### src/rtl/if_stage_pkg.sv
// Shared constants for the fetch stage: address map, handler entry and ExcCodes.
package if_stage_pkg;

  localparam logic [31:0] RESET_PC   = 32'h0000_3000;
  localparam logic [31:0] HANDLER_PC = 32'h0000_4180;
  localparam logic [31:0] IMEM_BASE  = 32'h0000_3000;
  localparam logic [31:0] IMEM_BYTES = 32'h0000_4000;

  localparam logic [4:0] EXC_INT  = 5'd0;
  localparam logic [4:0] EXC_ADEL = 5'd4;
  localparam logic [4:0] EXC_RI   = 5'd10;
  localparam logic [4:0] EXC_OV   = 5'd12;

  localparam logic [31:0] NOP = 32'h0000_0000;

  // Upper bound computed in 33 bits so base + size can never wrap.
  function automatic logic fetch_bad(input logic [31:0] addr);
    logic [32:0] limit;
    limit = {1'b0, IMEM_BASE} + {1'b0, IMEM_BYTES};
    return (addr[1:0] != 2'b00) || (addr < IMEM_BASE) || ({1'b0, addr} >= limit);
  endfunction

endpackage

### src/rtl/if_stage_if_id_reg.sv
// IF/ID pipeline register: flush beats stall, stall holds, otherwise latch fetch.
module if_id_reg
  import if_stage_pkg::*;
(
  input  logic        clk,
  input  logic        reset,
  input  logic        stall,
  input  logic        flush,
  input  logic [31:0] flush_pc,
  input  logic [31:0] instr_in,
  input  logic [31:0] pc_in,
  input  logic [4:0]  exc_in,
  input  logic        bd_in,
  output logic [31:0] instr_d,
  output logic [31:0] pc_d,
  output logic [4:0]  exc_d,
  output logic        bd_d
);

  always_ff @(posedge clk) begin
    if (reset) begin
      instr_d <= NOP;
      pc_d    <= RESET_PC;
      exc_d   <= 5'd0;
      bd_d    <= 1'b0;
    end else if (flush) begin
      // Flushed slot carries the new fetch PC so D sees a consistent bubble.
      instr_d <= NOP;
      pc_d    <= flush_pc;
      exc_d   <= 5'd0;
      bd_d    <= 1'b0;
    end else if (!stall) begin
      instr_d <= instr_in;
      pc_d    <= pc_in;
      exc_d   <= exc_in;
      bd_d    <= bd_in;
    end
  end

endmodule

### src/rtl/if_stage.sv
// MIPS fetch stage: PC register, next-PC select, AdEL detection, IF/ID register.
module if_stage
  import if_stage_pkg::*;
(
  input  logic        clk,
  input  logic        reset,
  input  logic        stall,
  input  logic        redirect,
  input  logic [31:0] redirect_pc,
  input  logic        branch_in_d,
  input  logic        exc_req,
  input  logic        eret,
  input  logic [31:0] epc,
  input  logic [31:0] instr_f,
  output logic [31:0] pc_f,
  output logic [31:0] instr_d,
  output logic [31:0] pc_d,
  output logic [31:0] pc8_d,
  output logic [4:0]  exc_d,
  output logic        bd_d
);

  logic        adel;
  logic [31:0] fetched_word;
  logic [4:0]  fetched_exc;
  logic [31:0] pc_next;
  logic        flush;
  logic [31:0] flush_pc;

  assign adel         = fetch_bad(pc_f);
  assign fetched_word = adel ? NOP : instr_f;
  assign fetched_exc  = adel ? EXC_ADEL : 5'd0;

  assign flush    = exc_req | eret;
  assign flush_pc = exc_req ? HANDLER_PC : epc;

  always_comb begin
    pc_next = pc_f + 32'd4;
    if (exc_req)       pc_next = HANDLER_PC;
    else if (eret)     pc_next = epc;
    else if (stall)    pc_next = pc_f;
    else if (redirect) pc_next = redirect_pc;
  end

  always_ff @(posedge clk) begin
    if (reset) pc_f <= RESET_PC;
    else       pc_f <= pc_next;
  end

  if_id_reg u_if_id_reg (
    .clk      (clk),
    .reset    (reset),
    .stall    (stall),
    .flush    (flush),
    .flush_pc (flush_pc),
    .instr_in (fetched_word),
    .pc_in    (pc_f),
    .exc_in   (fetched_exc),
    .bd_in    (branch_in_d),
    .instr_d  (instr_d),
    .pc_d     (pc_d),
    .exc_d    (exc_d),
    .bd_d     (bd_d)
  );

  assign pc8_d = pc_d + 32'd8;

endmodule

### config.mk
export PLATFORM = sky130hd
export DESIGN_NAME = if_stage
export DESIGN_NICKNAME = d
export VERILOG_FILES = /design/src/rtl/if_stage_pkg.sv /design/src/rtl/if_stage_if_id_reg.sv /design/src/rtl/if_stage.sv
export SDC_FILE = /design/constraint.sdc
export NUM_CORES = 1
export LEC_CHECK = 0
export CAP_MARGIN = 20
export CORE_AREA = 2 2 122 124
export DETAILED_ROUTE_END_ITERATION = 6
export DIE_AREA = 0 0 124 126
export PLACE_DENSITY = 0.8
export SLEW_MARGIN = 20
export SYNTH_ARGS = -nofsm -noshare
export SYNTH_HDL_FRONTEND = slang
export SYNTH_HIERARCHICAL = 1
export SYNTH_SLANG_ARGS = --single-unit
### constraint.sdc
create_clock -name clk -period 2.5 [get_ports clk]
set_clock_uncertainty 0.15 [all_clocks]
set_input_delay 0.625 -clock clk [delete_from_list [all_inputs] [get_ports clk]]
set_output_delay 0.625 -clock clk [all_outputs]
set_load 0.005 [all_outputs]
# Yosys cells after proc, flatten, opt, wreduce, memory -nomap -nowiden
# Index checks and enable logic that the tools add are counted.
[word_totals]
regBits = 102
input_bits = 103
[classes]
bitwise_logic = 1
n_lt_le_gt_ge = 2
n_reduce_logical = 5
n_mux = 9
n_eq_ne = 3
n_addsub = 2
[ops]
columns = ["cell", "n"]
rows = [
  ["two-way mux 32 bit", 7],
  ["adder 32 x 3 -> 32 bit, second input constant", 1],
  ["adder 32 x 4 -> 32 bit, second input constant", 1],
  [">= comparator 32 x 15 -> 1 bit, second input constant", 1],
  ["less-than comparator 32 x 14 -> 1 bit, second input constant", 1],
  ["two-way mux 15 bit", 1],
  ["!= test 2 x 1 -> 1 bit, second input constant", 2],
  ["OR reduction 2 bit", 2],
  ["two-way mux 3 bit", 1],
  ["!= test 3 x 1 -> 1 bit, second input constant", 1],
  ["logical OR 1 bit", 2],
  ["nonzero test 2 bit", 1],
  ["bitwise OR 1 bit", 1],
]

# Depth between registers and ports, before layout
# Gate-level depths: netlist of run 1.
[logic_depth]
depth_word = 5
depth_mapped = 8

# Hierarchy
# The synthesis of run 1 kept the hierarchy.
[by_module_without_submodules]
columns = ["module", "area_each_um2", "instances", "cells_per_inst", "seq_area_each_um2"]
rows = [
  ["if_stage", 3393.3, 1, 509, 640.6],
  ["if_id_reg", 2896.5, 1, 267, 1401.3],
]

# Worst setup path before layout of run 1
# OpenSTA, ideal clock, no wires.
[synth_path]
kind = "reg-to-output"
start = "register u_if_id_reg.pc_d[5]"
end = "output pc8_d[24]"
path_stages_with_launch = 6
arrival_time_ps = 1617
slack_ps = 108
required_time_ps = 1725
cell_sequence = "dfxtp_1 -> and4_1 -> nand4_1 -> nor3_1 -> nand3_1 -> xnor2_1"
[synth_between]
elab_chain_len = 1
[synth_lines]
columns = ["element", "line_no", "text"]
rows = [
  ["start: declaration", "if_stage_if_id_reg.sv:15", "output logic [31:0] pc_d,"],
  ["start signal: assignment", "if_stage_if_id_reg.sv:29", "pc_d <= flush_pc;"],
  ["start signal: assignment", "if_stage_if_id_reg.sv:34", "pc_d <= pc_in;"],
  ["adder 32 x 4 -> 32 bit", "if_stage.sv:66", "assign pc8_d = pc_d + 32'd8;"],
  ["end: declaration", "if_stage.sv:18", "output logic [31:0] pc8_d,"],
]
# Every way passes these cells.

# Worst setup path in the final report of run 1
[layout_path]
start = "register u_if_id_reg.pc_d[6]"
end = "output pc8_d[18]"
# The elaborated chain is that of the path after synthesis.

==> results.sh, run 1 <==
export IMPL_synth_edf_count=0
export IMPL_final_antenna_net_count=0
export IMPL_io_buffers=236
export IMPL_ys_ff_latch=102
export IMPL_clk_pin_slew_worst_paths_ns=0.07
export IMPL_synth_cell_types=57
export IMPL_cts_tree="yes"
export IMPL_status="complete, but fails checks"
export IMPL_finalMaxSlewViolations=0
export IMPL_finalHoldViolCount=0
export IMPL_mostFrequentLayoutCells="clkdlybuf4s50_1 (207), dfxtp_1 (96), buf_4 (85), mux2i_1 (79), a21oi_1 (64)"
export IMPL_start_util_pct=43.9
export IMPL_antenna_cells=0
export IMPL_start_kind="register"
export IMPL_vias=6997
export IMPL_peakVddDrop_v=0.000345
export IMPL_fp_coreArea_um2=14300
export IMPL_path_cells="and4_4 > nand4_1 > buf_4 > nor2_4 > buf_6 > nand4_1 > xnor2_1 > buf_2"
export IMPL_leakage_nw=3.89
export IMPL_synthFlopType="dfxtp_1"
export IMPL_htreeDepth=3
export IMPL_crit_path_end_kind="primary output"
export IMPL_area_growth_pct=55.0
export IMPL_synth_avg_cell_area_um2=8.11
export IMPL_setup_viol=19
export IMPL_worstSkewPairLatency_ns=0.35
export IMPL_tightest_slew_ns=0.553
export IMPL_critPathKind="register to primary output"
export IMPL_drc_errors=0
export IMPL_worst_path_max_fanout=3
export IMPL_relSlewSlack_pct=62.8
export IMPL_synth_seq_area_share_pct=32.5
export IMPL_yosysWarnings=6
export IMPL_fin_crit_sh_pct=110
export IMPL_crit_path_top_delay_cell="dfxtp_1"
export IMPL_fin_ws_ns=-0.255
export IMPL_final_area_um2=9750
export IMPL_cap_violations=0
export IMPL_required_ns=1.73
export IMPL_dieArea_um2=15600
export IMPL_post_drt_wl_per_cell_um=17.6
export IMPL_gr_usage_all_layers_pct=27.5
export IMPL_final_nets=1172
export IMPL_hold_ws_ns=0.344
export IMPL_drt_first_iter_violations=492
export IMPL_dr_pass1_iters=5
export IMPL_synth_area_um2=6290
export IMPL_ys_async_sr_fraction_pct=0
export IMPL_overflow=0
export IMPL_hpwl_mm=16.9
export IMPL_rsz0062_at_grt="yes"
export IMPL_detailed_place_area_um2=9290
export IMPL_std_cell_rows=44
export IMPL_slowest_delay_ns=0.35
export IMPL_min_period_ns=2.76
export IMPL_cts_root_buffer="clkbuf_16"
export IMPL_cts_buffer_depth=2
export IMPL_gp_congestion=0.986
export IMPL_failed_checks="setup timing"
export IMPL_drive_gt1_share_pct=18.6
export IMPL_io_pins=237
export IMPL_die_w_um=124
export IMPL_clock_sinks=102
export IMPL_numCtsBuffers=9
export IMPL_synthCells=776
export IMPL_clock_fmax_mhz=363
export IMPL_die_y_um=126
export IMPL_routed_wirelength_mm=22.1
export IMPL_grt_max_degree=52
export IMPL_final_common_cell="clkdlybuf4s50_1"
export IMPL_viasPerCell=5.58
export IMPL_cpMostUsedCell="nand4_1"
export IMPL_powerDensity_nw_per_um2=425
export IMPL_antenna_found_initial=0
export IMPL_crit_arrival_ns=1.98
export IMPL_grt_pass1_vias=6353
export IMPL_grt_first_pass_wirelength_mm=33.7
export IMPL_min_path_type="register to register"
-- cells in the mapped netlist (3+ instances only) --
| cell type | instances | area, µm² |
|---|---|---|
| o21ai_1 | 6 | 30.0 |
| nand2_1 | 41 | 154 |
| and2_1 | 33 | 206 |
| and3_1 | 7 | 43.8 |
| o31a_1 | 6 | 52.6 |
| buf_2 | 9 | 45.0 |
| nor4_1 | 14 | 87.6 |
| nor2b_1 | 63 | 394 |
| clkbuf_1 | 30 | 113 |
| or4_1 | 4 | 30.0 |
| o22ai_1 | 5 | 31.3 |
| xor2_1 | 5 | 43.8 |
| nor3_1 | 10 | 50.1 |
| or2_2 | 6 | 37.5 |
| dfxtp_1 | 102 | 2040 |
| a211o_1 | 5 | 43.8 |
| nand4_1 | 15 | 93.8 |
| buf_1 | 5 | 18.8 |
| xnor2_1 | 24 | 210 |
| a21oi_1 | 64 | 320 |
| nor2_1 | 63 | 236 |
| ha_1 | 3 | 37.5 |
| o21ai_0 | 22 | 110 |
| nand2b_1 | 3 | 18.8 |
| a22oi_1 | 3 | 22.5 |
| a211oi_1 | 34 | 255 |
| nand3b_1 | 3 | 22.5 |
| buf_4 | 6 | 45.0 |
| o21a_1 | 3 | 22.5 |
| nor2_2 | 20 | 125 |
| mux2i_1 | 79 | 791 |
| inv_1 | 17 | 63.8 |
| and4_1 | 3 | 26.3 |
| nand3_1 | 26 | 130 |
| buf_6 | 7 | 78.8 |
-- worst paths after layout --
kind                                                   startpoint                           endpoint  slack [ns]  cells past startpoint
worst min register to register  u_if_id_reg/exc_d[3]$_SDFFE_PP0N_  u_if_id_reg/exc_d[3]$_SDFFE_PP0N_        0.34                      2
worst max-delay path             u_if_id_reg/pc_d[6]$_SDFFE_PP0P_                          pc8_d[18]       -0.26                      8
worst max register to register              pc_f[20]$_SDFFE_PP0P_              pc_f[29]$_SDFFE_PP0P_        0.29                      5
worst min-delay path            u_if_id_reg/exc_d[3]$_SDFFE_PP0N_  u_if_id_reg/exc_d[3]$_SDFFE_PP0N_        0.34                      2
-- timing repair --
action / in CTS / in global routing
resized for setup: 102 / 29
hold buffers: 0 / 0
setup endpoints to repair: 27 / 22
setup buffers: 10 / 3
pin swaps: 17 / 13
cloned: 0 / 0
-- power breakdown --
group / internal [W] / switching [W]
registers: 0.00169 / 0.0000778
logic: 0.000566 / 0.000452
clock network: 0.000688 / 0.000664
total: 0.00294 / 0.00119
-- critical path: cells and delay by family, from the launching register on --
kind / cells / cell delay [ns]
xor gates and xnor gates: 1 / 0.15
and+or+nand+nor: 4 / 0.65
buffers and inverters: 3 / 0.48
DFF: 1 / 0.35
-- layout make-up --
cell class / count / area [µm²]
clock buffer: 9 / 225
clock inverter: 7 / 57.6
fill: 1221 / 4570
inverter: 17 / 63.8
multi-input combinational: 603 / 4050
sequential: 102 / 2050
tap: 184 / 230
timing repair buffer: 333 / 3070
-- routing by layer --
layer / track usage, % / share of wire (%)
met1: 35.8 / 41
met2: 45.5 / 48
met3: 5.03 / 9.3
met4: 9.52 / 2.2
met5: 0 / 0
-- registers in the layout, summed over array words and instances (netlist names), named ones only --
signal and flops:
pc_f 30, u_if_id_reg/bd_d 1, u_if_id_reg/exc_d 5, u_if_id_reg/instr_d 32, u_if_id_reg/pc_d 32
-- cells by family (layout without fill, tap and decap cells) --
family                     count (synthesis)  count (layout)  synth area share (%)
and+or+nand+nor                          321             321                  27.7
AOI/OAI and AO/OA                        167             167                  16.7
DFF                                      102             102                  32.5
muxes                                     79              79                  12.6
buffers and inverters                     74             366                  5.79
xor gates and xnor gates                  29              29                  4.04
adders and majority gates                  3               3                 0.597
other                                      1               4                0.0596
-- through the flow --
step | setup WS (ns) | total power (W) | cells | TNS, ns | utilization (%)
finish | -0.255 | 0.00414 | 1255 | -3.09 | 68.1
global route | -0.395 | 0.00431 | 1255 | -5.32 | 68.1
CTS | -0.243 | 0.00416 | 1253 | -2.80 | 67.4
detailed placement | -0.279 | 0.00282 | 1227 | -3.28 | 64.9
global placement | -0.228 | 0.00281 | 1227 | -2.27 | 64.9
floorplan | 0.108 | 0.00224 | 779 | 0 | -
Note: power is estimated with default switching activity, not from simulation.
==> inputs of run 2 (changes only) <==
CORE_AREA = 2 2 127 129   (was 2 2 122 124)
DIE_AREA = 0 0 129 131   (was 0 0 124 126)
PLACE_DENSITY = 0.77   (was 0.8)
clock period = 2.35 ns   (was 2.5 ns; I/O delays follow)
==> results.sh, run 2 (synthesis results as in run 1) <==
export IMPL_status="complete, but fails checks"
export IMPL_failed_checks="setup timing"
export IMPL_hpwl_mm=17.2
export IMPL_start_kind="register"
export IMPL_final_antenna_net_count=0
export IMPL_fp_coreArea_um2=15600
export IMPL_min_period_ns=2.64
export IMPL_powerDensity_nw_per_um2=464
export IMPL_antenna_cells=0
export IMPL_finalHoldViolCount=0
export IMPL_dr_pass1_iters=5
export IMPL_leakage_nw=3.92
export IMPL_p_total_w=0.00461
export IMPL_tightest_slew_ns=0.491
export IMPL_pre_cts_ws_ns=-0.354
export IMPL_crit_path_end_kind="primary output"
export IMPL_gp_congestion=0.957
export IMPL_clock_fmax_mhz=378
export IMPL_cp_startpoint="u_if_id_reg/pc_d[18]$_SDFFE_PP0P_"
export IMPL_dp_cells=1263
export IMPL_io_buffers=236
export IMPL_area_growth_pct=57.9
export IMPL_relSlewSlack_pct=67.0
export IMPL_cts_hold_buf=0
export IMPL_worst_path_max_fanout=4
export IMPL_viasPerCell=5.40
export IMPL_std_cell_rows=46
export IMPL_overflow=0
export IMPL_share_seq_of_total_power_pct=40.8
export IMPL_peakVddDrop_v=0.000374
export IMPL_crit_arrival_ns=1.91
export IMPL_drive_gt1_share_pct=20.0
export IMPL_layout_cells_non_filler=1297
export IMPL_grt_first_pass_wirelength_mm=34.1
export IMPL_worstHoldStart="u_if_id_reg/bd_d$_SDFFE_PP0N_"
export IMPL_mostFrequentLayoutCells="clkdlybuf4s50_1 (207), dfxtp_1 (90), buf_4 (88), mux2i_1 (79), a21oi_1 (64)"
export IMPL_routed_wirelength_mm=22.5
export IMPL_die_y_um=131
export IMPL_min_path_type="register to register"
export IMPL_power_switching_w=0.00124
export IMPL_top_regs="u_if_id_reg/instr_d x32, u_if_id_reg/pc_d x32, pc_f x30"
export IMPL_p_clk_share_pct=35.5
export IMPL_io_pins=237
export IMPL_internal_power_w=0.00337
export IMPL_htreeDepth=3
export IMPL_numCtsBuffers=9
export IMPL_switching_share_pct=26.8
export IMPL_drc_errors=0
export IMPL_gr_usage_all_layers_pct=25.6
export IMPL_required_ns=1.61
export IMPL_worstSkewPairLatency_ns=0.35
export IMPL_rsz0062_at_grt="yes"
export IMPL_detailed_place_area_um2=9390
export IMPL_final_area_um2=9930
export IMPL_start_util_pct=40.3
export IMPL_fin_crit_sh_pct=113
export IMPL_grt_max_degree=44
export IMPL_dieArea_um2=16900
export IMPL_antenna_found_initial=0
export IMPL_pwr_share_comb_pct=23.7
export IMPL_critPathKind="register to primary output"
export IMPL_fin_setup_tns_ns=-3.70
export IMPL_clk_pin_slew_worst_paths_ns=0.07
export IMPL_vias=7007
export IMPL_cts_tree="yes"
export IMPL_cts_root_buffer="clkbuf_16"
export IMPL_cts_buffer_depth=2
export IMPL_final_common_cell="clkdlybuf4s50_1"
export IMPL_cap_violations=0
export IMPL_setup_viol=20
export IMPL_final_nets=1182
export IMPL_grt_pass1_vias=6391
export IMPL_post_drt_wl_per_cell_um=17.4
export IMPL_clock_sinks=102
export IMPL_finalMaxSlewViolations=0
export IMPL_drt_first_iter_violations=456
export IMPL_die_w_um=129
export IMPL_timing_rr_start="pc_f[20]$_SDFFE_PP0P_"
export IMPL_fin_ws_ns=-0.294
-- run 2: worst max-delay path, cell delays in order, from the launching register on --
cell and delay, ns:
dfxtp_2 0.32, and4_1 0.20, nand4_1 0.12, buf_4 0.17, nor3_4 0.18, buf_6 0.14, buf_6 0.10, nand2_2 0.04
xnor2_1 0.14, buf_2 0.14
-- run 2: final timing paths --
kind,to,slack [ns],cells after the start
worst max-delay path,pc8_d[30],-0.29,9
worst min-delay path,u_if_id_reg/bd_d$_SDFFE_PP0N_,0.35,2
worst max register to register,pc_f[31]$_SDFFE_PP0P_,0.09,5
worst min register to register,u_if_id_reg/bd_d$_SDFFE_PP0N_,0.35,2
-- run 2: per-layer routing --
layer	wire (µm)	GRT usage, %
met5	0	0
met2	10700	44.2
met3	2010	4.52
met1	9330	32.7
met4	507	8.25
-- run 2: power by group through the flow --
stage               clock network [W]  logic, W  registers [W]
finish                        0.00163   0.00109        0.00188
global placement                    0   0.00110        0.00191
floorplan                           0  0.000460        0.00193
detailed placement                  0   0.00111        0.00191
CTS                           0.00167   0.00109        0.00188
global route                  0.00173   0.00118        0.00189
-- run 2: stage by stage --
stage                     utilization, %  hold slack (ns)
final                               63.7            0.347
after global routing                63.7            0.383
after CTS                           62.9            0.354
after detailed placement            60.2            0.338
after global placement              60.2            0.323
after floorplan                        -            0.338
-- run 2: timing repair --
action	in CTS	in global routing
pin swaps	24	23
endpoints found under the setup margin	27	24
setup buffers	12	6
resized for setup	119	30
-- run 2: final cells by class --
type / count / area (µm²)
Timing Repair Buffer: 343 / 3180
Tap cell: 216 / 270
Multi-Input combinational cell: 603 / 4040
Sequential cell: 102 / 2060
Clock inverter: 5 / 82.6
Clock buffer: 11 / 243
Fill cell: 1330 / 5660
Inverter: 17 / 63.8
==> inputs of run 3 (changes only) <==
ABC_CLOCK_PERIOD_IN_PS = 2350   (was not set)
==> results of run 3 <==
The final DEF is identical to that of run 2; final timing and power are the same.
